## src/rtl/pb_operand_loader_pkg.sv

```systemverilog
// pb_operand_loader_pkg: operand count/width and loader state shared by the loader and the adder
package pb_operand_loader_pkg;
    localparam int N_OPERANDS = 5;
    localparam int OPERAND_W  = 4;
    typedef enum logic [1:0] {EMPTY, PARTIAL, FULL} loader_state_t;
endpackage

```

## src/rtl/pb_debounce.sv

```systemverilog
// pb_debounce: two-flop synchroniser plus counting debouncer for one pushbutton
// Ports: clk, rst (sync, active-high), raw (async button), db (accepted level),
//        rise (high in the cycle whose closing edge moves db from 0 to 1)
module pb_debounce #(
    parameter int DEBOUNCE_CYCLES = 16
) (
    input  logic clk,
    input  logic rst,
    input  logic raw,
    output logic db,
    output logic rise
);
    localparam int CW = $clog2(DEBOUNCE_CYCLES);
    localparam logic [CW-1:0] LAST = CW'(DEBOUNCE_CYCLES - 1);
    logic s1, s2, done;
    logic [CW-1:0] cnt;
    assign done = (s2 != db) && (cnt == LAST);
    // combinational so the operand capture lands on the same edge as db
    assign rise = done && s2;
    always_ff @(posedge clk) begin
        if (rst) begin
            s1  <= 1'b0;
            s2  <= 1'b0;
            db  <= 1'b0;
            cnt <= '0;
        end else begin
            s1  <= raw;
            s2  <= s1;
            db  <= done ? s2 : db;
            cnt <= (s2 == db || done) ? '0 : cnt + 1'b1;
        end
    end
endmodule

```

## src/rtl/pb_operand_loader.sv

```systemverilog
// pb_operand_loader: debounces five buttons and latches the slider into each button's operand
// Ports: clk, rst (sync, active-high), pb[4:0] raw buttons, y slider, clr sync clear,
//        x0..x4 operands, loaded flags, load_pulse strobes, all_loaded (state FULL)
module pb_operand_loader
    import pb_operand_loader_pkg::*;
#(
    parameter int DEBOUNCE_CYCLES = 16
) (
    input  logic                  clk,
    input  logic                  rst,
    input  logic [N_OPERANDS-1:0] pb,
    input  logic [OPERAND_W-1:0]  y,
    input  logic                  clr,
    output logic [OPERAND_W-1:0]  x0,
    output logic [OPERAND_W-1:0]  x1,
    output logic [OPERAND_W-1:0]  x2,
    output logic [OPERAND_W-1:0]  x3,
    output logic [OPERAND_W-1:0]  x4,
    output logic [N_OPERANDS-1:0] loaded,
    output logic [N_OPERANDS-1:0] load_pulse,
    output logic                  all_loaded
);
    logic [N_OPERANDS-1:0] press, db_unused, nl;
    logic [OPERAND_W-1:0]  x [N_OPERANDS];
    loader_state_t state, state_n;
    for (genvar i = 0; i < N_OPERANDS; i++) begin : g_db
        pb_debounce #(.DEBOUNCE_CYCLES(DEBOUNCE_CYCLES)) u_db (
            .clk (clk),
            .rst (rst),
            .raw (pb[i]),
            .db  (db_unused[i]),
            .rise(press[i])
        );
    end
    assign nl = loaded | press;
    always_comb state_n = (&nl) ? FULL : (|nl) ? PARTIAL : EMPTY;
    always_ff @(posedge clk) begin
        if (rst || clr) begin
            for (int j = 0; j < N_OPERANDS; j++) x[j] <= '0;
            loaded     <= '0;
            load_pulse <= '0;
            state      <= EMPTY;
        end else begin
            for (int j = 0; j < N_OPERANDS; j++) if (press[j]) x[j] <= y;
            loaded     <= nl;
            load_pulse <= press;
            state      <= state_n;
        end
    end
    assign all_loaded = (state == FULL);
    assign {x4, x3, x2, x1, x0} = {x[4], x[3], x[2], x[1], x[0]};
endmodule

```

## config.mk

```make
export PLATFORM = sky130hd
export DESIGN_NAME = pb_operand_loader
export DESIGN_NICKNAME = d
export VERILOG_FILES = /design/src/rtl/pb_operand_loader_pkg.sv /design/src/rtl/pb_debounce.sv /design/src/rtl/pb_operand_loader.sv
export SDC_FILE = /design/constraint.sdc
export NUM_CORES = 1
export LEC_CHECK = 0
export CAP_MARGIN = 20
export CORE_MARGIN = 2
export CORE_UTILIZATION = 51
export DETAILED_ROUTE_END_ITERATION = 10
export GPL_TIMING_DRIVEN = 0
export PLACE_DENSITY = 0.8
export SYNTH_ARGS = -nofsm -noshare
export SYNTH_HDL_FRONTEND = slang
export SYNTH_SLANG_ARGS = --single-unit
```

## constraint.sdc

```tcl
create_clock -name clk -period 2.3 [get_ports clk]
set_input_delay 0.345 -clock clk [delete_from_list [all_inputs] [get_ports clk]]
set_output_delay 0.345 -clock clk [all_outputs]
set_load 0.01 [all_outputs]
```

=== Word-level counts from Yosys, hierarchy flattened ===
Memory sizes are Yosys's and may differ from the RTL's.
Cells that the tools add are included.

* Flip-flop bits (word level): 47
* Memory bits (writable): 20
* Input bits: 12
* Output and inout bits: 31
* Word-level logic and storage cells: 100
* Memories: 1

* $add $sub $neg: 5
* Eq/ne operators: 16
* Muxes and demuxes: 24
* Bitwise logic cells: 6
* Reductions and logical operators: 24

{| class="wikitable"
|+ Memory list
! memory !! words !! width !! rd ports !! clocked after Yosys merged registers in !! wr ports !! RTL line !! text
|-
| x || 5 || 4 || 5 || 0 || 5 || pb_operand_loader.sv:24 || <nowiki>logic [OPERAND_W-1:0] x [N_OPERANDS];</nowiki>
|}

{| class="wikitable"
|+ Operator list
! kind !! number
|-
| 4-bit by 1-bit adder with 4-bit output (second input constant) || 5
|-
| 4-bit == test (second input constant) || 5
|-
| 4-bit 2-to-1 mux || 5
|-
| 1-bit 2-to-1 mux || 18
|-
| 2-bit OR reduction || 6
|-
| 1-bit logical AND || 10
|-
| 1-bit logical OR || 6
|-
| 1-bit == test || 5
|-
| 1-bit != test || 5
|-
| 1-bit OR || 5
|-
| 5-bit OR || 1
|-
| 5-bit AND reduction || 1
|-
| 5-bit OR reduction || 1
|-
| 2-bit == test (second input constant) || 1
|-
| 2-bit 2-to-1 mux || 1
|}

=== Longest topological paths before layout ===
Gate-level depths: netlist (run 1).

* Depth in word-level cells: 7
* Gate-level depth with buffers: 6
* Depth with buffers taken out: 5

=== Modules after synthesis ===
Synthesis (run 1) repeated with hierarchy kept, for this count alone.

* Cell total of the unflattened synthesis: 189
* Area, all modules: 2321.0 µm²

{| class="wikitable"
|+ Modules (own cells, without submodules)
! module !! instances !! cells an instance !! area an instance (µm²) !! sequential area each (µm²)
|-
| pb_debounce || 5 || 24 || 255.2 || 140.1
|-
| pb_operand_loader || 1 || 69 || 1044.8 || 840.8
|}

=== Worst setup path before layout (run 1) ===
No wires, ideal clock.

* Path kind: flip-flop to flip-flop
* Start point: reg g_db[1].u_db.cnt[0]
* End point: mem x[0][0] (data pin)
* Library setup time: 0.266 ns
* Arrival time: 1.317 ns
* Required time: 2.034 ns
* Setup slack: 0.716 ns
* Stages on the path, launching flop included: 7
* Path buffers: 1
* Period minus slack after synthesis: 1.584 ns
* Path through: dfxtp_1 -> ha_1 -> and3_1 -> buf_4 -> a22oi_2 -> a41oi_2 -> and2_1

{| class="wikitable"
|+ RTL lines
! item !! RTL line !! text
|-
| from (decl) || pb_debounce.sv:16 || <nowiki>logic [CW-1:0] cnt;</nowiki>
|-
| from (signal assigned) || pb_debounce.sv:30 || <nowiki>cnt <= (s2 == db || done) ? '0 : cnt + 1'b1;</nowiki>
|-
| to (decl) || pb_operand_loader.sv:24 ||
|}

==> results of run 1 <==
[where the power goes]
group          internal (mW)  switching (mW)  total (mW)
clock                  0.499           0.403       0.902
sequential              1.24         0.00913        1.25
combinational         0.0560          0.0439      0.0998
total                   1.79           0.456        2.25
[per-layer routing]
metal / up-vias / global-route usage
li1: 782 / -
met1: 679 / 0.1904
met2: 50 / 0.2828
met3: 6 / 0.06492
met4: 0 / 0.06790
met5: - / 0
[sequential cells by signal (all words and copies together) (netlist names)]
signal / cells
g_db.u_db.s1: 5
g_db.u_db.cnt: 20
g_db.u_db.s2: 5
load_pulse: 5
x: 20
state: 2
g_db.u_db.db: 5
loaded: 5
[synth_stat cells (all sizes together)]
library cell  number  share of area
a41oi              3          0.014
edfxtp            20           0.25
and4b              1         0.0041
and3               4          0.011
xor2               5          0.018
a211oi             1         0.0031
a22oi              1         0.0052
clkbuf             1         0.0016
o21bai             4          0.012
nor4               1         0.0052
inv                3         0.0047
nor3               2         0.0041
mux2i              5          0.021
a21oi              2         0.0073
nand2              9          0.014
nor2b             17          0.047
dfxtp             47           0.39
buf                4          0.013
xnor2              7          0.025
nand3              8          0.019
a221oi             1         0.0062
nor2              33          0.051
ha                 5          0.026
nand2b             4          0.013
and2b              1         0.0041
and2               6          0.016
or2                5          0.014
[cell families after synthesis]
logic type / Yosys count / share of synthesized area
AOI/OAI and AO/OA: 12 / 0.04824
xor gates and xnor gates: 12 / 0.04357
adders and majority gates: 5 / 0.02593
buffers and inverters: 8 / 0.01918
DFF: 67 / 0.6390
muxes: 5 / 0.02075
and+or+nand+nor: 91 / 0.2033
[worst reg2reg max path, delay by kind of cell, from the launching register on]
family | cells | cell delay, ns
buffers and inverters | 1 | 0.16
AO/OA/AOI/OAI | 2 | 0.33
flip-flops | 1 | 0.32
adder cells (fa/ha/maj) | 1 | 0.22
AND/OR/NAND/NOR | 2 | 0.43
[layout make-up]
cell class	instances	area [um^2]
Timing Repair Buffer	42	420.4
Clock inverter	3	40.04
Multi-Input combinational cell	125	824.5
Fill cell	368	1550
Buffer	5	35.03
Tap cell	54	67.56
Clock buffer	13	138.9
Inverter	3	11.26
Sequential cell	67	1541
[stage by stage]
stage	util	power (mW)	std cells	hold slack (ns)	area, um^2
final	0.6651	2.250	312	0.4400	3079
after CTS	0.6651	2.268	312	0.4441	3079
after global routing	0.6651	2.326	312	0.4592	3079
after floorplan	-	1.317	200	0.4138	2412
after global placement	0.6265	1.372	296	0.4161	2900
after detailed placement	0.6265	1.375	296	0.4279	2900
[worst paths after layout]
kind	start	endpoint	slack (ns)
setup / recovery	g_db[1].u_db.cnt[0]	x[0][14]	0.58
hold / removal	g_db[0].u_db.s1	g_db[0].u_db.s2	0.44
setup reg to reg	g_db[1].u_db.cnt[0]	x[0][14]	0.58
hold reg to reg	g_db[0].u_db.s1	g_db[0].u_db.s2	0.44
==> results.toml, run 1 <==
[critical_path]
startpoint_type = "register"
crit_chain = "ha_1 -> and3_1 -> buf_4 -> a22oi_2 -> a41oi_2 -> and2_1"
worstPathRequired_ns = 2.37
critPathCaptureType = "register"
critPathArrivalTime_ns = 1.79
cpLargestDelayFamily = "simple AND/OR/NAND/NOR gates"
critPathSlowestCell = "dfxtp_1"
crit_fanout = 6
r2r_cells = 6
crit_buf_inv = 1
worstSetupPathDepth = 6
critPathMaxStageDelay_ns = 0.32
worstSetupPathType = "reg2reg"

[global_routing]
grt_pass1_wl_mm = 6.630
grt_pass1_vias = 1510
track_usage = 0.1676
grt_max_degree = 12
antenna_found_initial = 0
grt_remaining_overflow = 0

[route]
highest_layer = "met4"
wl_per_cell_um = 12.72
drtIter0Drc = 58
wl_mm = 3.969
met2_length_mm = 1.824
remaining_drc_errors = 0
dr_wl_met3_um = 232
ant_nets = 0
dr.pass1.iters = 4
drt-vias-per-instance = 4.862
wirelength_met1_mm = 1.871
vias = 1517

[pwr]
leakage_nw = 1.188
irDropWorstVdd_mv = 0.4674
p_per_area_nw_per_um2 = 730.6

[floorplan]
num_rows = 25
start_util = 0.5211
die_y_um = 72.78
die_w_um = 72.78
die_area_um2 = 5296
ioPinCount = 43
design.core.area_um2 = 4629

[timing]
setup_tns_ns = 0
max_freq_mhz = 580.7
slew_violations = 0
setup_viol = 0
skew_ns = 0.006473
relSlewSlack = 0.6966
rsz0062_at_grt = "false"
timing.final.crit_share = 0.7487
worstMarginPinSlew_ns = 0.4534
fin_crit_ns = 1.722
worst_slack_ns = 0.5779
hold_viol = 0

[final_layout]
final_cell_mix = "47 x dfxtp_1, 42 x clkdlybuf4s50_1, 33 x nor2_1"
final_common_cell = "dfxtp_1"
drive_gt1_frac = 0.1279
syn_to_final_growth_pct = 27.65
insertedDiodeCount = 0
finalNetCount = 270

[hold_path]
hp-class = "reg2reg"
hold-path-cell-count = 1

[placement]
dp_hpwl_mm = 2.909
place.gp.congestion = 0.6902
io_buffers = 42
pre_cts_ws_ns = 0.3832

[clocking]
cts_buffer_depth = 2
numCtsBuffers = 9
clk_pin_slew_worst_paths_ns = 0.07
htree_levels = 3
cts_hold_buf = 0
cts_tree = "done"
clock_latency_ns = 0.34
root_buffer = "clkbuf_8"
post_cts_resized = 0
cts_sinks = 67
post_cts_buffers = 0

[logic_synthesis]
synth_warnings = 0
netlist_instances = 200
syn_nets = 217
synthesis.area_um2 = 2412
avgSynthCellArea_um2 = 12.06
synth-seq-cells = 67
synth_cell_types = 37
ys_seq_area_frac = 0.6390

[run]
max_cap_violations = 0

[status]
outcome = "finished, final reports clean"
No activity file was read; power rests on OpenSTA's default activity.
==> run 2, diff against run 1 <==
--- a/config.mk
+++ b/config.mk
@@ -7,10 +7,10 @@
 export LEC_CHECK = 0
 export CAP_MARGIN = 20
 export CORE_MARGIN = 2
-export CORE_UTILIZATION = 51
+export CORE_UTILIZATION = 46
 export DETAILED_ROUTE_END_ITERATION = 10
 export GPL_TIMING_DRIVEN = 0
-export PLACE_DENSITY = 0.8
+export PLACE_DENSITY = 0.76
 export SYNTH_ARGS = -nofsm -noshare
 export SYNTH_HDL_FRONTEND = slang
 export SYNTH_SLANG_ARGS = --single-unit
==> constraint.sdc (replaced) <==
create_clock -name clk -period 1.47 [get_ports clk]
set_input_delay 0.2205 -clock clk [delete_from_list [all_inputs] [get_ports clk]]
set_output_delay 0.2205 -clock clk [all_outputs]
set_load 0.01 [all_outputs]
==> run 2 against run 1 <==
Combinational power is 61% higher; global-route usage is 0.73 points lower; critical path type unchanged; first-iteration DRC count rose by 45%; worst hold slack worse by 0.020 ns; non-clock buffer count up 7; sequential power increased by 56%; die area increased by 10%; setup slack got worse by 0.57 ns.
==> results.toml, run 2 (same netlist as run 1, synthesis figures left out) <==
[status]
outcome = "finished, final reports clean"

[placement]
place.gp.congestion = 0.7343
placedCellCount = 312
dp_hpwl_mm = 2.897
dpl_cell_area_um2 = 2957
io_buffers = 42

[critical_path]
critPathCaptureType = "register"
worstSetupPathType = "reg2reg"
critPathArrivalTime_ns = 1.55
startpoint_type = "register"
r2r-start = "g_db[3].u_db.cnt[0]"
reg2reg_slack_ns = 0.008
worstPathRequired_ns = 1.56
crit_start = "g_db[3].u_db.cnt[0]"
crit_fanout = 5

[pwr]
leakage_nw = 1.348
irDropWorstVdd_mv = 0.9412
p_per_area_nw_per_um2 = 1084

[clocking]
cts_tree = "done"
cts_sinks = 67
cts_hold_buf = 0
root_buffer = "clkbuf_8"
clk_pin_slew_worst_paths_ns = 0.07
cts_buffer_depth = 2
clock_latency_ns = 0.34
numCtsBuffers = 9
htree_levels = 3

[route]
wl_per_cell_um = 12.86
dr.pass1.iters = 5
wl_mm = 4.307
drt-vias-per-instance = 4.752
ant_nets = 0
remaining_drc_errors = 0
drtIter0Drc = 84
vias = 1592

[hold_path]
hp-class = "reg2reg"
worstHoldStart = "g_db[0].u_db.cnt[0]"

[timing]
skew_ns = 0.007432
hold_viol = 0
max_freq_mhz = 684.1
setup_viol = 0
slew_violations = 0
worstMarginPinSlew_ns = 0.4381
hold_ws_ns = 0.4201
setup_tns_ns = 0
fin_crit_ns = 1.462
rsz0062_at_grt = "true"
timing.final.crit_share = 0.9944
relSlewSlack = 0.7068

[final_layout]
reg_top3 = "g_db.u_db.cnt: 20 flops, x: 20 flops"
drive_gt1_frac = 0.2528
final_cell_mix = "38 x dfxtp_1, 34 x clkdlybuf4s50_1, 33 x nor2_1"
insertedDiodeCount = 0
finalNetCount = 277
post-route-cell-area_um2 = 3317
final_common_cell = "dfxtp_1"
syn_to_final_growth_pct = 37.50
layout.cells.non_filler = 335

[floorplan]
die_w_um = 76.42
die_area_um2 = 5839
design.core.area_um2 = 5075
ioPinCount = 43
start_util = 0.4753
num_rows = 26
die_y_um = 76.42

[global_routing]
grt_pass1_vias = 1536
grt_pass1_wl_mm = 7.245
antenna_found_initial = 0
track_usage = 0.1603
grt_max_degree = 12
grt_remaining_overflow = 0

[run]
max_cap_violations = 0
## run 2: where the power goes
part / switching (mW) / internal [mW] / leakage [nW] / total, mW
clock network: 0.662 / 0.821 / 0.0991 / 1.48
logic: 0.0716 / 0.0896 / 0.640 / 0.161
registers: 0.0149 / 1.94 / 0.608 / 1.95
total: 0.749 / 2.85 / 1.35 / 3.60
## run 2: final timing paths
path | endpoint | depth (start not counted)
max | x[0][12] | 5
min reg2reg | g_db[0].u_db.cnt[0] | 1
min | g_db[0].u_db.cnt[0] | 1
max reg2reg | x[0][12] | 5
## run 2: layout make-up
cell class | instances | area (um^2)
fillers | 425 | 1758
flip-flops and latches | 67 | 1555
multi-input cells | 125 | 948.4
repair buffers | 51 | 500.5
clock buffers | 11 | 141.4
well taps | 70 | 87.58
clock inverters | 5 | 52.55
plain buffers | 3 | 20.02
inverters | 3 | 11.26
## run 2: through the flow
step | util | worst slack, ns | total power, mW
after floorplan | - | 0.002933 | 2.061
after global placement | 0.5826 | -0.2729 | 2.148
after detailed placement | 0.5826 | -0.2829 | 2.152
after CTS | 0.6393 | -0.01148 | 3.630
after global routing | 0.6536 | -0.03375 | 3.730
final | 0.6536 | 0.008215 | 3.596
## run 2: per-layer routing
| metal | part of all wire | routed length, um | GRT usage |
|---|---|---|---|
| met3 | 0.068 | 291 | 0.05687 |
| met4 | 0.018 | 78 | 0.07091 |
| met1 | 0.44 | 1893 | 0.1989 |
| met2 | 0.47 | 2043 | 0.2522 |
| met5 | 0 | 0 | 0 |
## run 2: repair_timing
action                                  4_1_cts  5_1_grt
pin swaps                                     8        7
gates resized for setup                      20       13
endpoints found under the hold margin         0        0
endpoints found under the setup margin       27       30
setup buffers                                 5        4
## run 2: critical path, stage by stage, from the launching register on
cell and delay, ns:
dfxtp_2 0.34, ha_4 0.15, and3_4 0.16, a22oi_2 0.20, a41oi_4 0.17, and2_4 0.19
==> run 3, diff against run 2 <==
--- a/config.mk
+++ b/config.mk
@@ -5,7 +5,7 @@
 export SDC_FILE = /design/constraint.sdc
 export NUM_CORES = 1
 export LEC_CHECK = 0
-export CAP_MARGIN = 20
+export CAP_MARGIN = 40
 export CORE_MARGIN = 2
 export CORE_UTILIZATION = 46
 export DETAILED_ROUTE_END_ITERATION = 10
==> constraint.sdc (replaced) <==
create_clock -name clk -period 1.47 [get_ports clk]
set_input_delay 0.2205 -clock clk [delete_from_list [all_inputs] [get_ports clk]]
set_output_delay 0.2205 -clock clk [all_outputs]
set_load 0.1 [all_outputs]
==> run 3 against run 2 <==
Cell count fell by 0.30%; maximum frequency fell by 0.47%; register-to-register slack barely moved; core utilization rose by 6.8 points; non-clock buffer count fell by 1; die area did not move; critical path type unchanged; largest cell class unchanged.
==> results.toml, run 3 (same netlist as run 1, synthesis figures left out) <==
[status]
outcome = "finished, final reports clean"

[route]
drtIter0Drc = 156
drt-vias-per-instance = 4.847
wl_mm = 5.093
remaining_drc_errors = 0
ant_nets = 0
vias = 1619
dr.pass1.iters = 4
wl_per_cell_um = 15.25

[placement]
io_buffers = 42
dpl_cell_area_um2 = 3426
dp_hpwl_mm = 3.514
pre_cts_ws_ns = -0.3772
place.gp.congestion = 0.7854

[critical_path]
critPathArrivalTime_ns = 1.56
worstSetupPathType = "reg2reg"
r2r_cells = 5
crit_fanout = 5
critPathCaptureType = "register"
startpoint_type = "register"
worstPathRequired_ns = 1.56

[clocking]
root_buffer = "clkbuf_8"
clk_pin_slew_worst_paths_ns = 0.07
clock_latency_ns = 0.34
htree_levels = 3
cts_buffer_depth = 2
cts_hold_buf = 0
numCtsBuffers = 9
cts_sinks = 67
cts_tree = "done"

[timing]
worst_slack_ns = 0.001301
skew_ns = 0.009878
fin_crit_ns = 1.469
hold_viol = 0
max_freq_mhz = 680.9
slew_violations = 0
rsz0062_at_grt = "true"
timing.final.crit_share = 0.9991
worstMarginPinSlew_ns = 0.3885
setup_viol = 0
relSlewSlack = 0.7376

[pwr]
irDropWorstVdd_mv = 1.051
seq_power_share = 0.472
switching_share = 0.2327
clkPwrFrac = 0.438
combinationalPowerShare = 0.090
p_sw_uw = 970.9
leakage_nw = 1.425
p_per_area_nw_per_um2 = 1140
internal-power_mw = 3.202

[final_layout]
drive_gt1_frac = 0.3977
multi_input_area_um2 = 949.7
seq_area_um2 = 1559
fillCellCount = 369
finalNetCount = 276
insertedDiodeCount = 0
post-route-cell-area_um2 = 3661
syn_to_final_growth_pct = 51.76
reg_top3 = "g_db.u_db.cnt: 20 flops, x: 20 flops"
final_util = 0.7214
final_cell_mix = "33 x nor2_1, 33 x dfxtp_1, 31 x buf_12"

[global_routing]
track_usage = 0.1836
grt_pass1_wl_mm = 8.155
grt_max_degree = 13
grt_pass1_vias = 1631
antenna_found_initial = 0
grt_remaining_overflow = 0

[floorplan]
die_y_um = 76.42
die_w_um = 76.42
die_area_um2 = 5839
start_util = 0.4753
design.core.area_um2 = 5075
ioPinCount = 43
num_rows = 26

[hold_path]
hp-class = "in2reg"
hold-path-cell-count = 2

[run]
max_cap_violations = 0
## run 3: cell count changes in the layout (fill, tap and decap cells not counted), moves of 2 or more
cell             change
dlymetal6s2s_1       -5
dfxtp_1              -5
nand3_4              -2
buf_12              +31
dlygate4sd2_1        -2
dfxtp_2              +6
bufinv_16            +2
nand3_2              +2
clkbuf_1             -2
clkdlybuf4s50_1     -23
## run 3: path summary, 6_finish.rpt
| path | from | to | slack, ns |
|---|---|---|---|
| setup / recovery | g_db[3].u_db.cnt[0] | x[0][4] | 0.001 |
| hold / removal | pb[1] | g_db[1].u_db.s1 | 0.42 |
| setup reg to reg | g_db[3].u_db.cnt[0] | x[0][4] | 0.001 |
| hold reg to reg | g_db[2].u_db.s1 | g_db[2].u_db.s2 | 0.44 |
## run 3: metal layers
metal / routed length (um) / vias to the layer above / track usage / share of wire
met5: 0 / - / 0 / 0
met4: 82 / 0 / 0.1036 / 0.016
met3: 282 / 10 / 0.05095 / 0.055
met2: 2625 / 52 / 0.3106 / 0.52
met1: 2101 / 763 / 0.2088 / 0.41
li1: - / 794 / - / -
## run 3: final cells by class
cell class,instances,area share
buffer,3,0.005810
clock inverter,7,0.03178
sequential,67,0.4258
inverter,3,0.003076
timing repair buffer,50,0.2163
clock buffer,9,0.03383
multi-input combinational,125,0.2594
tap,70,0.02392
## run 3: critical path: stages (launching register included)
cell	delay (ns)
dfxtp_2	0.34
ha_4	0.16
and3_4	0.16
a22oi_2	0.19
a41oi_4	0.15
and2_4	0.22
## run 3: through the flow
stage / power (mW) / std cells / TNS, ns / hold WS (ns)
3_5_place_dp: 2.391 / 343 / -14.55 / 0.4272
2_1_floorplan: 2.220 / 200 / -0.3245 / 0.3487
3_3_place_gp: 2.307 / 312 / -18.91 / 0.4172
6_report: 4.173 / 334 / 0 / 0.4250
4_1_cts: 4.197 / 332 / 0 / 0.4086
5_1_grt: 4.311 / 334 / -0.4791 / 0.4442
## run 3: power groups by stage
stage	clock (mW)	combinational, mW	sequential [mW]
global route	1.95	0.390	1.97
CTS	1.85	0.372	1.97
detailed placement	0	0.395	2.00
finish	1.83	0.375	1.97
floorplan	0	0.0551	2.17
global placement	0	0.314	1.99
## run 3: timing repair
item,4_1_cts,5_1_grt
buffers inserted,5,2
hold endpoints to repair,0,0
pin swaps,7,8
gates resized for setup,49,11
endpoints found under the setup margin,55,36
